<file path="src/rtl/alu_exec_if.sv">
// alu_exec_if: controller-to-execute-unit bus (request, operands, result, handshake)
interface alu_exec_if #(parameter int WIDTH = 16);
    logic             start;
    logic [3:0]       op;
    logic [WIDTH-1:0] a_data;
    logic [WIDTH-1:0] b_data;
    logic [WIDTH-1:0] result;
    logic [2:0]       flag;
    logic             busy;
    logic             done;
    modport master (output start, op, a_data, b_data, input result, flag, busy, done);
    modport slave  (input start, op, a_data, b_data, output result, flag, busy, done);
endinterface

</file>
<file path="src/rtl/alu_exec.sv">
// alu_exec: multi-cycle 16-bit ALU with {C,N,Z} flags; iterative multiply built when ALU_MUL_EN is defined
module alu_exec #(parameter int WIDTH = 16) (
    input logic       CLK,
    input logic       RST,
    alu_exec_if.slave bus
);
`ifdef ALU_MUL_EN
    typedef enum logic [1:0] {IDLE, EXEC, MUL} state_t;
`else
    typedef enum logic [1:0] {IDLE, EXEC} state_t;
`endif
    state_t           state_q, state_d;
    logic [3:0]       op_q, op_d;
    logic [WIDTH-1:0] a_q, a_d, b_q, b_d, result_q, result_d, res;
    logic [2:0]       flag_q, flag_d;
    logic             done_q, done_d, c;
    logic [WIDTH:0]   sum_w, diff_w, shl_w, shr_w;
`ifdef ALU_MUL_EN
    logic [2*WIDTH-1:0] acc_q, acc_d, pp;
    logic [3:0]         cnt_q, cnt_d;
`endif
    always_comb begin
        state_d  = state_q;
        op_d     = op_q;
        a_d      = a_q;
        b_d      = b_q;
        result_d = result_q;
        flag_d   = flag_q;
        done_d   = 1'b0;
        res      = '0;
        c        = 1'b0;
        sum_w    = {1'b0, a_q} + {1'b0, b_q};
        diff_w   = {1'b0, a_q} - {1'b0, b_q};
        shl_w    = {1'b0, a_q} << b_q[3:0];
        shr_w    = {a_q, 1'b0} >> b_q[3:0];
`ifdef ALU_MUL_EN
        acc_d    = acc_q;
        cnt_d    = cnt_q;
        pp       = {{WIDTH{1'b0}}, a_q} << cnt_q;
`endif
        case (op_q)
            4'd0: {c, res} = sum_w;
            4'd1: {c, res} = diff_w;
            4'd2: res = a_q & b_q;
            4'd3: res = a_q | b_q;
            4'd4: res = a_q ^ b_q;
            4'd5: res = ~a_q;
            4'd6: {c, res} = shl_w;
            4'd7: {res, c} = shr_w;
            4'd8: res = b_q;
`ifdef ALU_MUL_EN
            4'd9: begin
                res = acc_q[WIDTH-1:0];
                c   = |acc_q[2*WIDTH-1:WIDTH];
            end
`endif
            default: res = '0;
        endcase
        case (state_q)
            IDLE: if (bus.start) begin
                op_d = bus.op;
                a_d  = bus.a_data;
                b_d  = bus.b_data;
`ifdef ALU_MUL_EN
                acc_d   = '0;
                cnt_d   = '0;
                state_d = (bus.op == 4'd9) ? MUL : EXEC;
`else
                state_d = EXEC;
`endif
            end
            EXEC: begin
                result_d = res;
                flag_d   = {c, res[WIDTH-1], res == '0};
                done_d   = 1'b1;
                state_d  = IDLE;
            end
`ifdef ALU_MUL_EN
            // Last iteration hands off to EXEC, which registers the product like any other op.
            MUL: begin
                acc_d   = acc_q + (b_q[cnt_q] ? pp : '0);
                cnt_d   = cnt_q + 4'd1;
                state_d = (cnt_q == 4'd15) ? EXEC : MUL;
            end
`endif
            default: state_d = IDLE;
        endcase
    end
    always_ff @(posedge CLK) begin
        if (RST) begin
            state_q  <= IDLE;
            op_q     <= '0;
            a_q      <= '0;
            b_q      <= '0;
            result_q <= '0;
            flag_q   <= '0;
            done_q   <= 1'b0;
`ifdef ALU_MUL_EN
            acc_q    <= '0;
            cnt_q    <= '0;
`endif
        end else begin
            state_q  <= state_d;
            op_q     <= op_d;
            a_q      <= a_d;
            b_q      <= b_d;
            result_q <= result_d;
            flag_q   <= flag_d;
            done_q   <= done_d;
`ifdef ALU_MUL_EN
            acc_q    <= acc_d;
            cnt_q    <= cnt_d;
`endif
        end
    end
    assign bus.result = result_q;
    assign bus.flag   = flag_q;
    assign bus.busy   = state_q != IDLE;
    assign bus.done   = done_q;
endmodule

</file>
<file path="src/flat_wrapper.sv">
// flat-port wrapper written by rule: the top's interface ports become plain ports
module alu_exec_flat 
#(parameter int WIDTH = 16)
  (CLK, RST, bus_start, bus_op, bus_a_data, bus_b_data, bus_result, bus_flag, bus_busy, bus_done);
  alu_exec_if #(.WIDTH(WIDTH)) bus_i ();
  input logic CLK;
  input logic RST;
  input wire logic [$bits(bus_i.start)-1:0] bus_start;
  input wire logic [$bits(bus_i.op)-1:0] bus_op;
  input wire logic [$bits(bus_i.a_data)-1:0] bus_a_data;
  input wire logic [$bits(bus_i.b_data)-1:0] bus_b_data;
  output wire logic [$bits(bus_i.result)-1:0] bus_result;
  output wire logic [$bits(bus_i.flag)-1:0] bus_flag;
  output wire logic [$bits(bus_i.busy)-1:0] bus_busy;
  output wire logic [$bits(bus_i.done)-1:0] bus_done;
  assign bus_i.start = bus_start;
  assign bus_i.op = bus_op;
  assign bus_i.a_data = bus_a_data;
  assign bus_i.b_data = bus_b_data;
  assign bus_result = bus_i.result;
  assign bus_flag = bus_i.flag;
  assign bus_busy = bus_i.busy;
  assign bus_done = bus_i.done;
  alu_exec #(.WIDTH(WIDTH)) u_core (.CLK(CLK), .RST(RST), .bus(bus_i));
endmodule
</file>
<file path="config.mk">
export PLATFORM = sky130hd
export DESIGN_NAME = alu_exec_flat
export DESIGN_NICKNAME = d
export VERILOG_FILES = /design/src/rtl/alu_exec_if.sv /design/src/rtl/alu_exec.sv /design/src/flat_wrapper.sv
export SDC_FILE = /design/constraint.sdc
export NUM_CORES = 1
export LEC_CHECK = 0
export BUFFER_PORTS_ARGS = -buffer_cell sky130_fd_sc_hd__buf_2
export CAP_MARGIN = 20
export CORE_ASPECT_RATIO = 1.5
export CORE_MARGIN = 10
export CORE_UTILIZATION = 56
export DETAILED_ROUTE_END_ITERATION = 7
export PLACE_DENSITY = 0.85
export SETUP_SLACK_MARGIN = 0.1
export SYNTH_ARGS = -nofsm -noshare
export SYNTH_HDL_FRONTEND = slang
export SYNTH_SLANG_ARGS = --single-unit
</file>
<file path="constraint.sdc">
create_clock -name CLK -period 3.78 [get_ports CLK]
set_input_delay 0.756 -clock CLK [delete_from_list [all_inputs] [get_ports CLK]]
set_output_delay 0.756 -clock CLK [all_outputs]
set_load 0.01 [all_outputs]
</file>
==> qor.yml <==
synth:
  synth_compound_area_share_pct: 26.3
  synth-edff-count: 0
  synth_top_area_cell: "dfxtp_1"
  synth_xor_area_share_pct: 0.678
  avgSynthCellArea_um2: 7.56
  synth_adder_area_share_pct: 10.1
  ys_warn_count: 0
  synthSimpleGateAreaFrac_pct: 23.4
  synth_nets: 945
  synth-seq-cells: 56
  syn_inst: 855
  synth_cell_types: 85
  synth_top_area_share_pct: 17.4
  async_flop_share_pct: 0
  synthTopCellsByArea: "dfxtp_1, ha_1, mux4_2"
  netlist_area_um2: 6460
  synthMuxAreaShare_pct: 14.2
  synth_top_family_by_area: "compound AO/OA/AOI/OAI gates"
  synth_top_flop_cell: "dfxtp_1"
  yosysSeqAreaShare_pct: 17.4
finish:
  fill_cells: 1092
  final_common_cell: "nand2_1"
  final_nets: 980
  n_antenna_cell: 0
  postLayoutCellArea_um2: 7180
  layout_common_cells: "nand2_1, nor2_1, a21oi_1, buf_2, dfxtp_1"
  area_growth_pct: 11.1
  layout-drive-gt1-share_pct: 19.8
route:
  drt_pass1_iterations: 5
  num_vias: 6867
  ant_nets: 0
  drc: 0
  drt-initial-drc-count: 652
  viasPerCell: 6.60
  drt-total-wl_mm: 23.6
  wl_per_cell_um: 22.7
worst_hold_path:
  hold_path_class: "reg2reg"
  worstHoldPathCells: 1
  hp-start: "u_core.bus.flag[2]$_SDFFE_PP0P_"
floorplan:
  num_rows: 48
  core_um2: 11400
  floorplan.die.width_um: 108
  die_height_um: 152
  die_area_um2: 16300
  io_pins: 60
  start_util_pct: 56.6
worst_setup_path:
  cp_max_fo: 9
  slowest_delay_ns: 0.44
  reg2regPathDepth: 13
  critPathCaptureType: "register"
  critPathKind: "reg2reg"
  r2r_start: "u_core.a_q[0]$_SDFFE_PP0P_"
  startpoint: "u_core.a_q[0]$_SDFFE_PP0P_"
  crit_arrival_ns: 3.73
  worstPathRequired_ns: 3.98
  start_kind: "register"
  crit_chain: "inv_1, ha_1, inv_1, fa_1, nor2b_1, o311ai_4, nand2_2, a311o_1, a2111oi_0, and4b_1, o21ai_1, nor4_2, a32o_2"
  crit_family: "compound AO/OA/AOI/OAI gates"
  crit_top_cell: "inv_1"
  crit_buf_inv: 2
  regToRegSetupSlack_ns: 0.25
  cp_slowest_cell: "a2111oi_0"
  critical_path_depth: 13
run_status:
  outcome: "finished, final reports clean"
placed_design:
  dpl.hpwl_mm: 18.4
  placed_area_um2: 6980
  gp_congestion: 1.06
  portBuffers: 59
timing:
  fin_skew_ns: 0.00600
  timing.setup.tns_ns: 0
  maxSlewHeadroom_pct: 33.0
  setup_viol: 0
  fin_crit_ns: 3.53
  period_share_pct: 93.4
  drv_slew: 0
  grt_setup_unrepaired: "false"
  timing.fmax_mhz: 283
  worst_pin_slew_ns: 0.998
  hold_violations: 0
pwr:
  ir_drop_mv: 0.182
  p_leak_uw: 0.00285
  power.density_nw_per_um2: 277
grt:
  grt_max_degree: 55
  grt_pass1_wl_mm: 36.9
  antenna_found_initial: 0
  grt_overflow: 0
  first_global_vias: 6585
  track_usage_pct: 28.7
run:
  max_cap_viol_count: 0
clock_network:
  clock_latency_ns: 0.30
  clock_path_buffers: 2
  post_cts_buffers: 0
  numClockSinks: 56
  cts_buffers: 5
  cts_tree: "done"
  clkTransAtPathRegs_ns: 0.08
  root_buffer: "clkbuf_16"
  cts.hold.buffers_added: 0
  htreeDepth: 2
final timing paths:
kind,end
setup / recovery,u_core.bus.flag[0]$_SDFFE_PP0P_
hold / removal,u_core.bus.flag[2]$_SDFFE_PP0P_
setup reg to reg,u_core.bus.flag[0]$_SDFFE_PP0P_
hold reg to reg,u_core.bus.flag[2]$_SDFFE_PP0P_
synth_stat cells (8+ instances only):
cell type  count
o221ai_1       8
nand3b_1       8
o21ai_0       30
nand3_1       13
clkbuf_1      46
nand2b_1       8
nor2b_1       18
nor4_1         8
o22ai_1       15
a21oi_1       73
nor2_1        88
nand2_1      101
buf_2         17
mux4_2        24
mux2i_1       30
nor3_1        22
dfxtp_1       56
a31oi_1        8
a211oi_1      18
ha_1          49
inv_1         50
repair_timing:
| item | CTS | global route |
|---|---|---|
| pin swaps | 0 | 1 |
| gates resized for setup | 1 | 9 |
| endpoints found under the setup margin | 1 | 3 |
per-layer routing:
metal  global-route usage [%]  routed length, um
met1                     33.7               9120
met2                     48.6              11400
met3                     3.47               1490
met4                     17.4               1650
met5                        0                  0
registers in the layout (all words and copies together), names as in the netlist:
name,count
u_core.a_q,16
u_core.b_q,16
u_core.bus.done,1
u_core.bus.flag,3
u_core.bus.result,15
u_core.op_q,4
u_core.state_q,1
per-stage QoR:
step | std cells | setup slack, ns | total power [uW] | util, % | hold WS [ns]
after CTS | 1041 | 0.206 | 1960 | 62.5 | 0.469
after global routing | 1041 | 0.108 | 2090 | 62.9 | 0.488
after global placement | 1033 | 0.210 | 1460 | 61.2 | 0.441
final | 1041 | 0.250 | 1990 | 62.9 | 0.470
after detailed placement | 1033 | 0.107 | 1470 | 61.2 | 0.451
after floorplan | 855 | 0.251 | 1220 | - | 0.462
final cells by class:
cell class	instances	area [um^2]	area share, %
Clock buffer	5	125	1.74
Clock inverter	3	21.3	0.296
Inverter	51	191	2.67
Multi-Input combinational cell	673	4880	68.0
Sequential cell	56	1120	15.6
Tap cell	150	188	2.61
Timing Repair Buffer	103	651	9.06
power breakdown:
group	internal (uW)	total (uW)	leakage (uW)	switching, uW
Combinational	325	827	0.00232	502
Sequential	625	672	0.000460	46.8
Clock	248	487	0.0000702	239
Total	1200	1990	0.00285	787
logic make-up (layout without fill, tap and decap cells):
kind of cell | Yosys count | after routing
and+or+nand+nor | 312 | 312
AOI/OAI and AO/OA | 244 | 244
buffers and inverters | 126 | 162
muxes | 61 | 61
DFF | 56 | 56
adders and majority gates | 51 | 51
xor gates and xnor gates | 5 | 5
(Power assumes the default switching activity.)
